File: src/rtl/quad_encoder_counter.sv
// quad_encoder_counter
// Quadrature-encoder front end: two-flop synchronisers, per-channel debounce
// filters, x1/x2/x4 decode and a WIDTH-bit position counter with direction,
// step, switch-press and illegal-transition reporting.
// Optional build macro: ENC_CLAMP_EN -- count saturates at 0 and 2^WIDTH-1
// instead of wrapping.
module quad_encoder_counter #(
    parameter int unsigned WIDTH        = 8,
    parameter int unsigned BOUNCE_LIMIT = 100000,
    parameter int unsigned MODE         = 0,
    parameter int unsigned INVERT_DIR   = 0,
    parameter logic [1:0]  IDLE_AB      = 2'b11
) (
    input  logic             clk,
    input  logic             rst_n,
    input  logic             enc_ch_a,
    input  logic             enc_ch_b,
    input  logic             enc_sw,
    output logic [WIDTH-1:0] count,
    output logic             dir,
    output logic             step_pulse,
    output logic             sw_press,
    output logic             err
);

    localparam int unsigned       STAB_W   = $clog2(BOUNCE_LIMIT);
    localparam logic [STAB_W-1:0] STAB_MAX = STAB_W'(BOUNCE_LIMIT - 1);
    localparam logic [STAB_W-1:0] STAB_ONE = STAB_W'(1);
    localparam logic [WIDTH-1:0]  CNT_ONE  = WIDTH'(1);
    // Channel bit order throughout: {A, B, SW}
    localparam logic [2:0]        RAW_IDLE = {IDLE_AB, 1'b0};
    localparam logic              INV      = (INVERT_DIR != 0);

    logic [2:0]        sync_q1;
    logic [2:0]        sync_q2;
    logic [2:0]        filt_q;
    logic [STAB_W-1:0] stab_q [3];
    logic [1:0]        prev_ab;
    logic              prev_sw;
    logic [1:0]        cur_ab;
    logic [1:0]        delta_ab;
    logic              sw_rise;
    logic              step_now;
    logic              cw_now;
    logic              illegal_now;
    logic [WIDTH-1:0]  count_step;

    // Two-flop synchronisers for the three asynchronous pins
    always_ff @(posedge clk or negedge rst_n) begin
        if (!rst_n) begin
            sync_q1 <= RAW_IDLE;
            sync_q2 <= RAW_IDLE;
        end else begin
            sync_q1 <= {enc_ch_a, enc_ch_b, enc_sw};
            sync_q2 <= sync_q1;
        end
    end

    // Per-channel debounce: accept a new level only after BOUNCE_LIMIT differing cycles
    always_ff @(posedge clk or negedge rst_n) begin
        if (!rst_n) begin
            filt_q <= RAW_IDLE;
            for (int unsigned i = 0; i < 3; i++) begin
                stab_q[i] <= '0;
            end
        end else begin
            for (int unsigned i = 0; i < 3; i++) begin
                if (sync_q2[i] == filt_q[i]) begin
                    stab_q[i] <= '0;
                end else if (stab_q[i] == STAB_MAX) begin
                    filt_q[i] <= sync_q2[i];
                    stab_q[i] <= '0;
                end else begin
                    stab_q[i] <= stab_q[i] + STAB_ONE;
                end
            end
        end
    end

    // Previous-cycle copies of the filtered levels for edge detection
    always_ff @(posedge clk or negedge rst_n) begin
        if (!rst_n) begin
            prev_ab <= IDLE_AB;
            prev_sw <= 1'b0;
        end else begin
            prev_ab <= filt_q[2:1];
            prev_sw <= filt_q[0];
        end
    end

    assign cur_ab   = filt_q[2:1];
    assign delta_ab = cur_ab ^ prev_ab;
    assign sw_rise  = filt_q[0] & ~prev_sw;

    // Classify the filtered A/B transition for the selected resolution
    always_comb begin
        step_now    = 1'b0;
        cw_now      = 1'b0;
        illegal_now = (delta_ab == 2'b11);
        if (MODE == 0) begin
            step_now = (delta_ab == 2'b10) && cur_ab[1];
            cw_now   = ~cur_ab[0];
        end else if (MODE == 1) begin
            step_now = (delta_ab == 2'b10);
            cw_now   = cur_ab[1] ^ cur_ab[0];
        end else begin
            // A single-bit move is CW exactly when new A differs from old B
            step_now = (delta_ab == 2'b10) || (delta_ab == 2'b01);
            cw_now   = cur_ab[1] ^ prev_ab[0];
        end
        cw_now = cw_now ^ INV;
    end

    // Counter value after one step in the decoded direction
    always_comb begin
        count_step = count;
`ifdef ENC_CLAMP_EN
        if (cw_now) begin
            count_step = (count == '1) ? count : count + CNT_ONE;
        end else begin
            count_step = (count == '0) ? count : count - CNT_ONE;
        end
`else
        count_step = cw_now ? count + CNT_ONE : count - CNT_ONE;
`endif
    end

    // Registered outputs; a switch press clears the count even on a step cycle
    always_ff @(posedge clk or negedge rst_n) begin
        if (!rst_n) begin
            count      <= '0;
            dir        <= 1'b1;
            step_pulse <= 1'b0;
            sw_press   <= 1'b0;
            err        <= 1'b0;
        end else begin
            step_pulse <= step_now;
            sw_press   <= sw_rise;
            err        <= illegal_now;
            if (step_now) begin
                dir <= cw_now;
            end
            if (sw_rise) begin
                count <= '0;
            end else if (step_now) begin
                count <= count_step;
            end
        end
    end

endmodule

File: config.mk
export PLATFORM = sky130hd
export DESIGN_NAME = quad_encoder_counter
export DESIGN_NICKNAME = d
export VERILOG_FILES = /design/src/rtl/quad_encoder_counter.sv
export SDC_FILE = /design/constraint.sdc
export NUM_CORES = 1
export LEC_CHECK = 0
export BUFFER_PORTS_ARGS = -buffer_cell sky130_fd_sc_hd__buf_2
export CORE_ASPECT_RATIO = 0.8
export CORE_MARGIN = 8
export CORE_UTILIZATION = 32
export DETAILED_ROUTE_END_ITERATION = 8
export PLACE_DENSITY = 0.53
export SKIP_CTS_REPAIR_TIMING = 1
export SYNTH_ARGS = -nofsm -noshare
export SYNTH_HDL_FRONTEND = slang
export SYNTH_SLANG_ARGS = --single-unit
File: constraint.sdc
create_clock -name clk -period 2.1 [get_ports clk]
set_clock_uncertainty 0.05 [all_clocks]
set_input_delay 0.105 -clock clk [delete_from_list [all_inputs] [get_ports clk]]
set_output_delay 0.105 -clock clk [all_outputs]
set_load 0.02 [all_outputs]
* Yosys cells after proc, flatten, opt, wreduce, memory -nomap -nowiden *
Index checks and enable logic that the tools add are counted.

storage, ports and cells
  memories kept = 0
  register bits = 75
  memory bits (writable) = 0
  latch bits = 0
  bits in read-only memories = 0
  word-level logic and storage cells = 49
  input bits = 5
  output and inout bits = 12

operators by class
  divide/modulo/power cells = 0
  bitwise gates (word level) = 7
  $add $sub $neg = 5
  reduce and logical (&&, ||, !) cells = 5
  shift-type cells = 0
  multipliers = 0
  $lt $le $gt $ge = 0
  eq/ne operators = 8
  muxes and demuxes = 9

operators with widths
  operator                                          count
  2-to-1 mux 17 bit                                 6
  adder 17 x 1 -> 17 bit, second input constant     3
  equality test 17 bit, second input constant       3
  2-to-1 mux 8 bit                                  3
  adder 8 x 1 -> 8 bit, second input constant       1
  subtractor 8 x 1 -> 8 bit, second input constant  1
  AND reduction 2 bit                               3
  inverter 1 bit                                    5
  equality test 2 bit, second input constant        2
  equality test 1 bit                               3
  nonzero test 2 bit                                1
  XOR 2 bit                                         1
  bitwise AND 1 bit                                 1
  logical AND 1 bit                                 1

* Depth between registers and ports, before layout *
  word-level depth = 5
  gate-level depth with buffers = 8
  gate-level depth less buffers = 6

* Worst setup path before layout *
No wires, ideal clock.

  kind = reg2reg
  from = register stab_q[0] (netlist bit)
  to = register stab_q[9] (netlist bit)
  path buffers = 3
  setup time = 69 ps
  stages on the path, launching flop included = 9
  path slack = 267 ps
  arrival time = 1714 ps
  data required time = 1981 ps
  clock period less this slack = 1833 ps
  path through = dfrtp_1 ha_1 and4_4 buf_6 and4_1 or2_1 buf_6 buf_12 nor2_4

between the ends
  cells in the longest elaborated chain, start to end = 3
  elaborated cells on any way between the ends = 4

ends and longest elaborated chain
  element                                                         RTL line  RTL
  from (decl)                                                     37        logic [STAB_W-1:0] stab_q [3];
  from (signal, indexed assignment)                               74        stab_q[i] <= stab_q[i] + STAB_ONE;
  adder 17 x 1 -> 17 bit or equality test 17 bit (tied branches)  74, 70
  2-to-1 mux 17 bit *                                             70        end else if (stab_q[i] == STAB_MAX) begin
  2-to-1 mux 17 bit *                                             68        if (sync_q2[i] == filt_q[i]) begin

Every way passes the cells marked *; elsewhere a longest branch is shown, timed or not.
A chain may end at the register's enable or synchronous reset.

* Final worst setup path *
  from = register filt_q[1]
  to = register count[7]

between the ends
  cells in the longest elaborated chain, start to end = 4
  elaborated cells on any way between the ends = 7

ends and longest elaborated chain
  element                              RTL line  RTL
  from (decl)                          36        logic [2:0] filt_q;
  from (signal, indexed assignment)    71        filt_q[i] <= sync_q2[i];
  XOR 2 bit                            92        assign delta_ab = cur_ab ^ prev_ab;
  equality test 2 bit                  -
  logical AND 1 bit                    101       step_now = (delta_ab == 2'b10) && cur_ab[1];
  nonzero test 2 bit (no source line)  -
  to (signal assigned)                 146       count <= count_step;
  to (decl)                            19        output logic [WIDTH-1:0] count,

Parallel ways exist; a longest one is shown, timed or not. The select of a mux whose other input is x is not followed.

==> results.tsv <==
metric	value	unit
Inst Count DP	515	
Crit. End Element	register	
number of standard cells in the final layout excluding fillers	535	
sequential power share	0.495	
synthesized area per cell	10.6	sq um
unrepaired setup endpoints after global routing	false	
maximum number of pins on one net before global-route repair	40	
outcome	complete, no violations	
Critical Path Fanout Max	7	
number of antenna violations at the first check in global routing	0	
fraction of layout instances using a drive strength above 1	0.189	
Iteration-0 DRC Markers	200	
post-synthesis net count	371	
worst vdd ir	0.000381	V
number of diodes added for antenna fixing	0	
Hold Fails Final Rpt	0	
global-route wire length before repair	12300	um
Die Width	137	um
Congestion Overflow GR	0	
register bit count reported by yosys	75	
post-synthesis cell type count	41	
launch point of the worst reg-to-reg path	filt_q[1]	
critical path type	register to register	
number of sinks on the clock net	75	
final period demand of the worst path	1.93	ns
yosys warns	0	
residual DRC count	0	
launching element of the worst setup path	filt_q[1]	
Port-buffer cells	16	
area inside the core boundary	0.0115	sq mm
antenna-violating nets left	0	
number of max-slew violations in the final report	0	
Leak Pwr	1.85	nW
slew of the pin with the lowest slew margin	0.521	ns
class of the most critical hold timing path	primary input to asynchronous set/reset pin	
floorplan row count	35	
clock-pin slew of the registers on the worst-case setup and hold paths	0.06	ns
TritonCTS clock tree	yes	
final layout net count	397	
CTS H-tree lvls	3	
power share of the combinational group	0.033	
aggregate negative setup slack	0	ns
insertion delay of the later-clocked pin in the worst-skew pair	0.33	ns
total power after layout	3.01	mW
startpoint class of the critical path	register	
Pwr per Cell Area	701	mW/mm^2
required time of the worst setup path	2.32	ns
Worst Reg-to-Reg Cells	5	
cell area after synthesis	0.00377	sq mm
Pre-antenna DRT Iters	5	
headroom to the max-slew limit	0.652	
end of the worst register-to-register path	count[7]	
Tcrit/Tclk final	0.917	
post-synthesis cell count	356	
post-synth top area share	0.439	
area delta synth->final	14.1	%
max cap viols	0	
Seq/Total Area, Yosys	0.501	
internal power	2.33	mW
vias after detailed routing	2454	
initial standard-cell utilization of the core	0.327	
Die Ht	113	um
cell type with the highest aggregate area in the netlist	sky130_fd_sc_hd__dfrtp_1	
setup slack of the most critical reg-to-reg path	0.17	ns
Via-to-Cell Ratio	4.59	
detail-routed net length per standard cell	12.6	um
half-perimeter wire length of the detailed placement result	4560	um
final setup vio count	0	
library cell used as clock root buffer	sky130_fd_sc_hd__clkbuf_16	
switching power	679	uW
Die Footprint	0.0155	sq mm
maximum buffer depth of the clock tree	2	
placer's final routability congestion estimate	0.793	
proportion of power drawn by the clock network	0.472	
Num CTS Buffers	9	
via count of the first global-routing pass	2569	
CP Data Arrival Time	2.14	ns
Fmax achieved	0.519	GHz
biggest area contributors in the synthesized netlist	sky130_fd_sc_hd__dfrtp_1 44%, sky130_fd_sc_hd__xnor2_1 7.0%, sky130_fd_sc_hd__dfstp_2 6.3%, sky130_fd_sc_hd__xor2_1 5.8%, sky130_fd_sc_hd__nor2_1 4.7%	
Overall Global Routing Usage	0.0983	
switching power as a share of total power	0.226	
Routed Wire Length	6740	um
number of primary I/O pins	17	
[placed cells by master, fill, tap and decap left out, types with 2 or more instances in the layout]
master	count
sky130_fd_sc_hd__nor3_1	9
sky130_fd_sc_hd__and3_1	8
sky130_fd_sc_hd__nand2_1	32
sky130_fd_sc_hd__nand4_1	10
sky130_fd_sc_hd__o21ai_0	4
sky130_fd_sc_hd__clkinvlp_4	3
sky130_fd_sc_hd__and4_1	7
sky130_fd_sc_hd__and4_4	2
sky130_fd_sc_hd__buf_4	6
sky130_fd_sc_hd__buf_2	15
sky130_fd_sc_hd__a21oi_1	8
sky130_fd_sc_hd__nor4b_1	2
sky130_fd_sc_hd__clkbuf_16	9
sky130_fd_sc_hd__dfrtp_1	66
sky130_fd_sc_hd__nor2b_1	3
sky130_fd_sc_hd__nand2b_1	2
sky130_fd_sc_hd__a211oi_1	3
sky130_fd_sc_hd__ha_1	9
sky130_fd_sc_hd__dlygate4sd3_1	4
sky130_fd_sc_hd__nor2_2	10
sky130_fd_sc_hd__nand3_1	16
sky130_fd_sc_hd__inv_1	7
sky130_fd_sc_hd__xor2_1	25
sky130_fd_sc_hd__a21o_1	2
sky130_fd_sc_hd__nor2_4	10
sky130_fd_sc_hd__or2_1	3
sky130_fd_sc_hd__xnor2_1	30
sky130_fd_sc_hd__dfstp_2	9
sky130_fd_sc_hd__mux2_2	3
sky130_fd_sc_hd__o211ai_1	2
sky130_fd_sc_hd__nor2_1	47
sky130_fd_sc_hd__nand4bb_1	3
sky130_fd_sc_hd__nor4_1	3
sky130_fd_sc_hd__clkinv_2	2
sky130_fd_sc_hd__nand3b_1	2
[worst max path at each step]
stage	end	slack [ns]	cells past startpoint
floorplan	stab_q[9]	0.27	8
global placement	count[7]	0.24	5
detailed placement	count[7]	0.23	5
CTS	count[7]	0.19	5
global route	count[7]	0.01	5
finish	count[7]	0.17	5
[state kept, by name (all words and copies together) (netlist names)]
signal	count
stab_q	51
count	8
filt_q	3
sync_q1	3
sync_q2	3
prev_ab	2
dir	1
err	1
prev_sw	1
step_pulse	1
sw_press	1
[stage by stage]
| step | cell area (sq um) | hold WS [ns] | worst slack, ns | utilization |
|---|---|---|---|---|
| 6_report | 4300 | 0.248 | 0.174 | 0.373 |
| 5_1_grt | 4300 | 0.299 | 0.0143 | 0.373 |
| 4_1_cts | 4260 | -0.283 | 0.186 | 0.370 |
| 3_5_place_dp | 3980 | 0.0756 | 0.230 | 0.345 |
| 3_3_place_gp | 3980 | 0.0761 | 0.243 | 0.345 |
| 2_1_floorplan | 3770 | -0.241 | 0.267 | - |
[kinds of logic (layout without fill, tap and decap cells)]
family	Yosys count	count (layout)	share of synthesized area
buffers and inverters	19	50	0.0385
XOR/XNOR	55	55	0.128
multiplexers	4	4	0.0116
AO/OA/AOI/OAI	22	22	0.0355
AND/OR/NAND/NOR	171	171	0.250
adder cells (fa/ha/maj)	10	10	0.0352
flip-flops	75	75	0.501
[power by group through the flow]
stage          combinational [mW]  sequential, mW  clock (mW)
4_1_cts                    0.0994            1.49        1.48
2_1_floorplan              0.0622            1.51           0
3_5_place_dp               0.0988            1.51           0
5_1_grt                     0.117            1.49        1.54
3_3_place_gp               0.0974            1.51           0
6_report                    0.100            1.49        1.42
[routing by layer]
layer,global-route usage,vias up,part of all wire
met4,0.0412,0,0.013
met1,0.135,1171,0.52
met5,0,-,0
met2,0.140,28,0.42
li1,-,1249,-
met3,0.0292,6,0.040
[worst max-delay path, stage by stage (launching register included)]
cell	delay [ns]
sky130_fd_sc_hd__dfstp_2	0.60
sky130_fd_sc_hd__ha_1	0.27
sky130_fd_sc_hd__a211oi_1	0.28
sky130_fd_sc_hd__o211ai_1	0.20
sky130_fd_sc_hd__or3_1	0.37
sky130_fd_sc_hd__nand4_1	0.09
[synthesized netlist by cell type (all sizes together)]
cell type / instances
a211oi: 3
a21o: 2
a21oi: 8
a31oi: 1
and2: 1
and3: 8
and4: 9
buf: 10
clkbuf: 1
dfrtp: 66
dfstp: 9
fa: 1
ha: 9
inv: 8
mux2: 3
mux2i: 1
nand2: 32
nand2b: 2
nand3: 16
nand3b: 2
nand4: 10
nand4bb: 3
nor2: 67
nor2b: 3
nor3: 9
nor4: 3
nor4b: 2
o211ai: 2
o21ai: 4
o22ai: 1
o32ai: 1
or2: 3
or3: 1
xnor2: 30
xor2: 25
[final cells by class]
type,count,area [sq um]
clock buffers,10,239
clock inverters,6,41.3
fillers,1137,7220
inverters,8,30.0
multi-input cells,262,1730
flip-flops and latches,75,1890
well taps,148,185
repair buffers,26,180
Power figures use the tool's default switching activity.
